**config.mk**
```make
export PLATFORM = sky130hd
export DESIGN_NAME = puf_resp_serializer
export DESIGN_NICKNAME = d
export VERILOG_FILES = /design/src/rtl/puf_pkg.sv /design/src/rtl/ser_bit_counter.sv /design/src/rtl/puf_resp_serializer.sv
export SDC_FILE = /design/constraint.sdc
export NUM_CORES = 1
export LEC_CHECK = 0
export ABC_AREA = 1
export CORE_MARGIN = 5
export CORE_UTILIZATION = 30
export CTS_CLUSTER_DIAMETER = 120
export DETAILED_ROUTE_END_ITERATION = 8
export PLACE_DENSITY = 0.61
export SLEW_MARGIN = 15
export SYNTH_ARGS = -nofsm -noshare
export SYNTH_HDL_FRONTEND = slang
export SYNTH_SLANG_ARGS = --single-unit
```
**constraint.sdc**
```tcl
create_clock -name clk -period 1.55 [get_ports clk]
set_input_delay 0.31 -clock clk [delete_from_list [all_inputs] [get_ports clk]]
set_output_delay 0.31 -clock clk [all_outputs]
set_load 0.1 [all_outputs]
```
**src/rtl/puf_pkg.sv**
```systemverilog
// puf_pkg: shared types and constants for the PUF serial path
package puf_pkg;
  typedef enum logic [1:0] {IDLE, SHIFT, DONE} ser_state_t;
  localparam int CHAL_LEN = 128;
  function automatic int clog2_cnt(input int le);
    return $clog2(le + 1);
  endfunction
endpackage

```
**src/rtl/ser_bit_counter.sv**
```systemverilog
// ser_bit_counter: loadable down-counter flagging the final bit (cnt==1)
module ser_bit_counter
  import puf_pkg::*;
#(
  parameter int le = CHAL_LEN
) (
  input  logic clk,
  input  logic rst,
  input  logic load,
  input  logic dec,
  output logic term
);
  localparam int CW = clog2_cnt(le);
  logic [CW-1:0] cnt;
  always_ff @(posedge clk) begin
    if (rst) cnt <= '0;
    else if (load) cnt <= CW'(le);
    else if (dec && cnt != '0) cnt <= cnt - CW'(1);
  end
  assign term = (cnt == CW'(1));
endmodule

```
**src/rtl/puf_resp_serializer.sv**
```systemverilog
// puf_resp_serializer: handshaked parallel word to registered serial bit stream
module puf_resp_serializer
  import puf_pkg::*;
#(
  parameter int le = CHAL_LEN,
  parameter bit MSB_FIRST = 1'b1
) (
  input  logic          clk,
  input  logic          rst,
  input  logic          load_valid,
  output logic          load_ready,
  input  logic [le-1:0] par_in,
  input  logic          hold,
  output logic          ser_out,
  output logic          ser_en,
  output logic          last,
  output logic          busy
);
  ser_state_t state;
  logic [le-1:0] shadow;
  logic term;
  logic advance;
  assign load_ready = (state == IDLE);
  assign advance = (state == SHIFT) && !hold;
  ser_bit_counter #(.le(le)) u_cnt (
    .clk (clk),
    .rst (rst),
    .load(load_ready && load_valid),
    .dec (advance),
    .term(term)
  );
  always_ff @(posedge clk) begin
    if (rst) begin
      state   <= IDLE;
      shadow  <= '0;
      ser_out <= 1'b0;
      ser_en  <= 1'b0;
      last    <= 1'b0;
      busy    <= 1'b0;
    end else begin
      case (state)
        IDLE: if (load_valid) begin
          shadow <= par_in;
          busy   <= 1'b1;
          state  <= SHIFT;
        end
        SHIFT: if (!hold) begin
          ser_out <= MSB_FIRST ? shadow[le-1] : shadow[0];
          shadow  <= MSB_FIRST ? {shadow[le-2:0], 1'b0} : {1'b0, shadow[le-1:1]};
          ser_en  <= 1'b1;
          last    <= term;
          if (term) state <= DONE;
        end else begin
          ser_en <= 1'b0;
          last   <= 1'b0;
        end
        DONE: begin
          ser_en <= 1'b0;
          last   <= 1'b0;
          busy   <= 1'b0;
          state  <= IDLE;
        end
        default: state <= IDLE;
      endcase
    end
  end
endmodule
```
==> reports/results.ini <==
[timing]
period_needed_ns = 1.62
holdWs_ns = 0.472
slew_headroom_pct = 78.2
worstMarginPinSlew_ns = 0.328
finalHoldViolCount = 0
finalCritPeriodShare_pct = 105
rsz0062_at_grt = yes
report.final.slew_viol_count = 0
clock.fmax_ghz = 0.616
final-setup-viol-count = 114
setup_slack_ns = -0.0733
clock_skew_ns = 0.00879

[layout]
design_area_mm2 = 0.00959
area_delta_synth_final_pct = 43.7
regArea_mm2 = 0.00285
drive_gt1_share_pct = 9.80
antennaDiodeCount = 0
post-route-util_pct = 43.8
fin_nets = 1340
multi_input_area_mm2 = 0.00363
fillerInstances = 2282

[worst_setup_path]
end_kind = register
slowest_stage = dfxtp_2
critPathRequiredTime_ns = 1.85
max_stage_delay_ns = 0.33
crit_family = buffers and inverters
rrSetupSlack_ns = -0.07
cp_cell_sequence = inv_4 -> ha_4 -> inv_4 -> nor2_4 -> inv_2 -> o21ai_4 -> buf_4 -> nand2_2 -> buf_12 -> o21ai_1 -> nor2_1
critPathMostFrequentCell = inv_4
path_class = register to register
crit_buf_inv = 5
cp_data_arrival_time_ns = 1.93
path_max_fanout = 7
startpoint_type = register

[synthesis]
synth_edf_count = 0
synth_top_area_share_pct = 42.6
avgSynthCellArea_um2 = 6.21
seq_area_frac_synth_pct = 42.6
synthTopCellsByCount = 409 x nand2_1, 269 x nor2_1, 142 x dfxtp_1
synthFlopType = dfxtp_1
yosysUniqueCellTypes = 21
syn-num-nets = 1212
yosysMostFrequentCell = nand2_1
synth_seq_cells = 142
async_flop_share_pct = 0
syn_area_mm2 = 0.00667
netlist_instances = 1074
yosysWarnings = 0
yosysTopAreaCell = dfxtp_1
netlist_top_cells_area = dfxtp_1 43%, nand2_1 23%, nor2_1 15%

[die]
die_w_um = 159
num_rows = 54
ioPinCount = 137
start_util_pct = 30.5
coreArea_mm2 = 0.0219
fp.dieH_um = 159
die-area_mm2 = 0.0253

[global_routing]
grtUsageTotal_pct = 14.9
grt_pass1_vias = 6319
antenna_found_initial = 1
grt_remaining_overflow = 0
grt_max_degree = 68
grt_pass1_wl_um = 31800

[routing]
detail_route.wl_per_cell_um = 12.9
drt-total-wl_um = 19200
drtAntennaViolNets = 0
drtPass1Iterations = 5
drt_iter0_drc = 467
vias_per_cell = 4.53
drc = 0
num_vias = 6763

[place]
post_dp_cell_area_mm2 = 0.00853
place.port_buffers = 136
hpwl_um = 11800
gp_congestion = 0.767

[power_and_ir_drop]
finalPower_mw = 14.6
p_leak_nw = 4.35
p_per_area_mw_per_mm2 = 1520
vdd.ir_drop.worst_mv = 0.614

[clocking]
cts_hold_buf = 0
cts_tree = done
cts_sinks = 142
root_buffer = clkbuf_16
clkSlewWorstSetupHoldPaths_ns = 0.06
cts_htree_levels = 4
cts_buffers = 17
cts_buffer_depth = 2
insertion_delay_ns = 0.42

[min_path]
hold_class = register to register

[flow_run]
drv_cap = 0

[outcome]
status = finished with violations
violations = setup timing

-- layout make-up --
| cell class | count | area share, % |
|---|---|---|
| Tap cell | 280 | 3.65 |
| Inverter | 14 | 0.809 |
| Timing Repair Buffer | 178 | 21.2 |
| Sequential cell | 142 | 29.7 |
| Clock inverter | 12 | 2.17 |
| Multi-Input combinational cell | 849 | 37.9 |
| Clock buffer | 19 | 4.62 |
-- metrics by stage --
step / instances / TNS, ns / setup slack [ns]
2_1_floorplan: 1074 / -24.52 / -0.202
3_3_place_gp: 1452 / -35.30 / -0.306
3_5_place_dp: 1452 / -40.08 / -0.349
4_1_cts: 1491 / -3.59 / -0.0877
5_1_grt: 1494 / -16.49 / -0.182
6_report: 1494 / -3.22 / -0.0733
-- worst reg2reg max path, cell delays in order, from the launching register on --
cell	delay, ns
dfxtp_2	0.33
inv_4	0.08
ha_4	0.18
inv_4	0.05
nor2_4	0.09
inv_2	0.06
o21ai_4	0.09
buf_4	0.16
nand2_2	0.10
buf_12	0.16
o21ai_1	0.16
nor2_1	0.06
-- registers in the layout, indices dropped and copies added (netlist names) --
name / cells
ser_out: 1
u_cnt.cnt: 8
shadow: 128
busy: 1
ser_en: 1
state: 2
last: 1
-- cell families after synthesis --
kind of cell	Yosys count	synth area share, %
AO/OA/AOI/OAI	148	11.1
XOR/XNOR	4	0.525
adder cells (fa/ha/maj)	6	1.13
buffers and inverters	84	5.55
flip-flops	142	42.6
AND/OR/NAND/NOR	690	39.1
-- cell usage in the layout (no fill, tap or decap), drive strengths merged --
cell	n
clkinvlp	3
and2	1
dfxtp	142
clkdlybuf4s50	131
nand3	8
buf	46
o21ai	135
xnor2	3
ha	6
nor2	270
inv	17
nand2	410
or2	1
a21oi	13
xor2	1
clkbuf	20
nor3	1
clkinv	1
bufinv	5
-- what timing repair did --
action                     in CTS  in global routing
gates cloned                    6                  1
setup endpoints to repair     129                137
setup buffers                   2                  2
pin swaps                       2                  1
gates resized for setup        60                 74
-- where the power goes --
part | total, mW | internal, mW | switching, mW
clock network | 4.55 | 2.91 | 1.64
logic | 4.98 | 2.15 | 2.83
registers | 5.05 | 4.58 | 0.468
total | 14.6 | 9.64 | 4.94
-- routing by layer --
layer | track usage (%) | part of all wire [%] | routed length (µm)
met1 | 20.4 | 49 | 9350
met2 | 23.4 | 46 | 8880
met3 | 3.70 | 4.3 | 819
met4 | 3.99 | 0.81 | 155
met5 | 0 | 0.057 | 11
-- final timing paths --
check                   from    endpoint  cells after the start
setup / recovery    state[1]  shadow[97]                     11
hold / removal    shadow[64]  shadow[64]                      2
setup reg to reg    state[1]  shadow[97]                     11
hold reg to reg   shadow[64]  shadow[64]                      2
No activity file was read; power rests on OpenSTA's default activity.
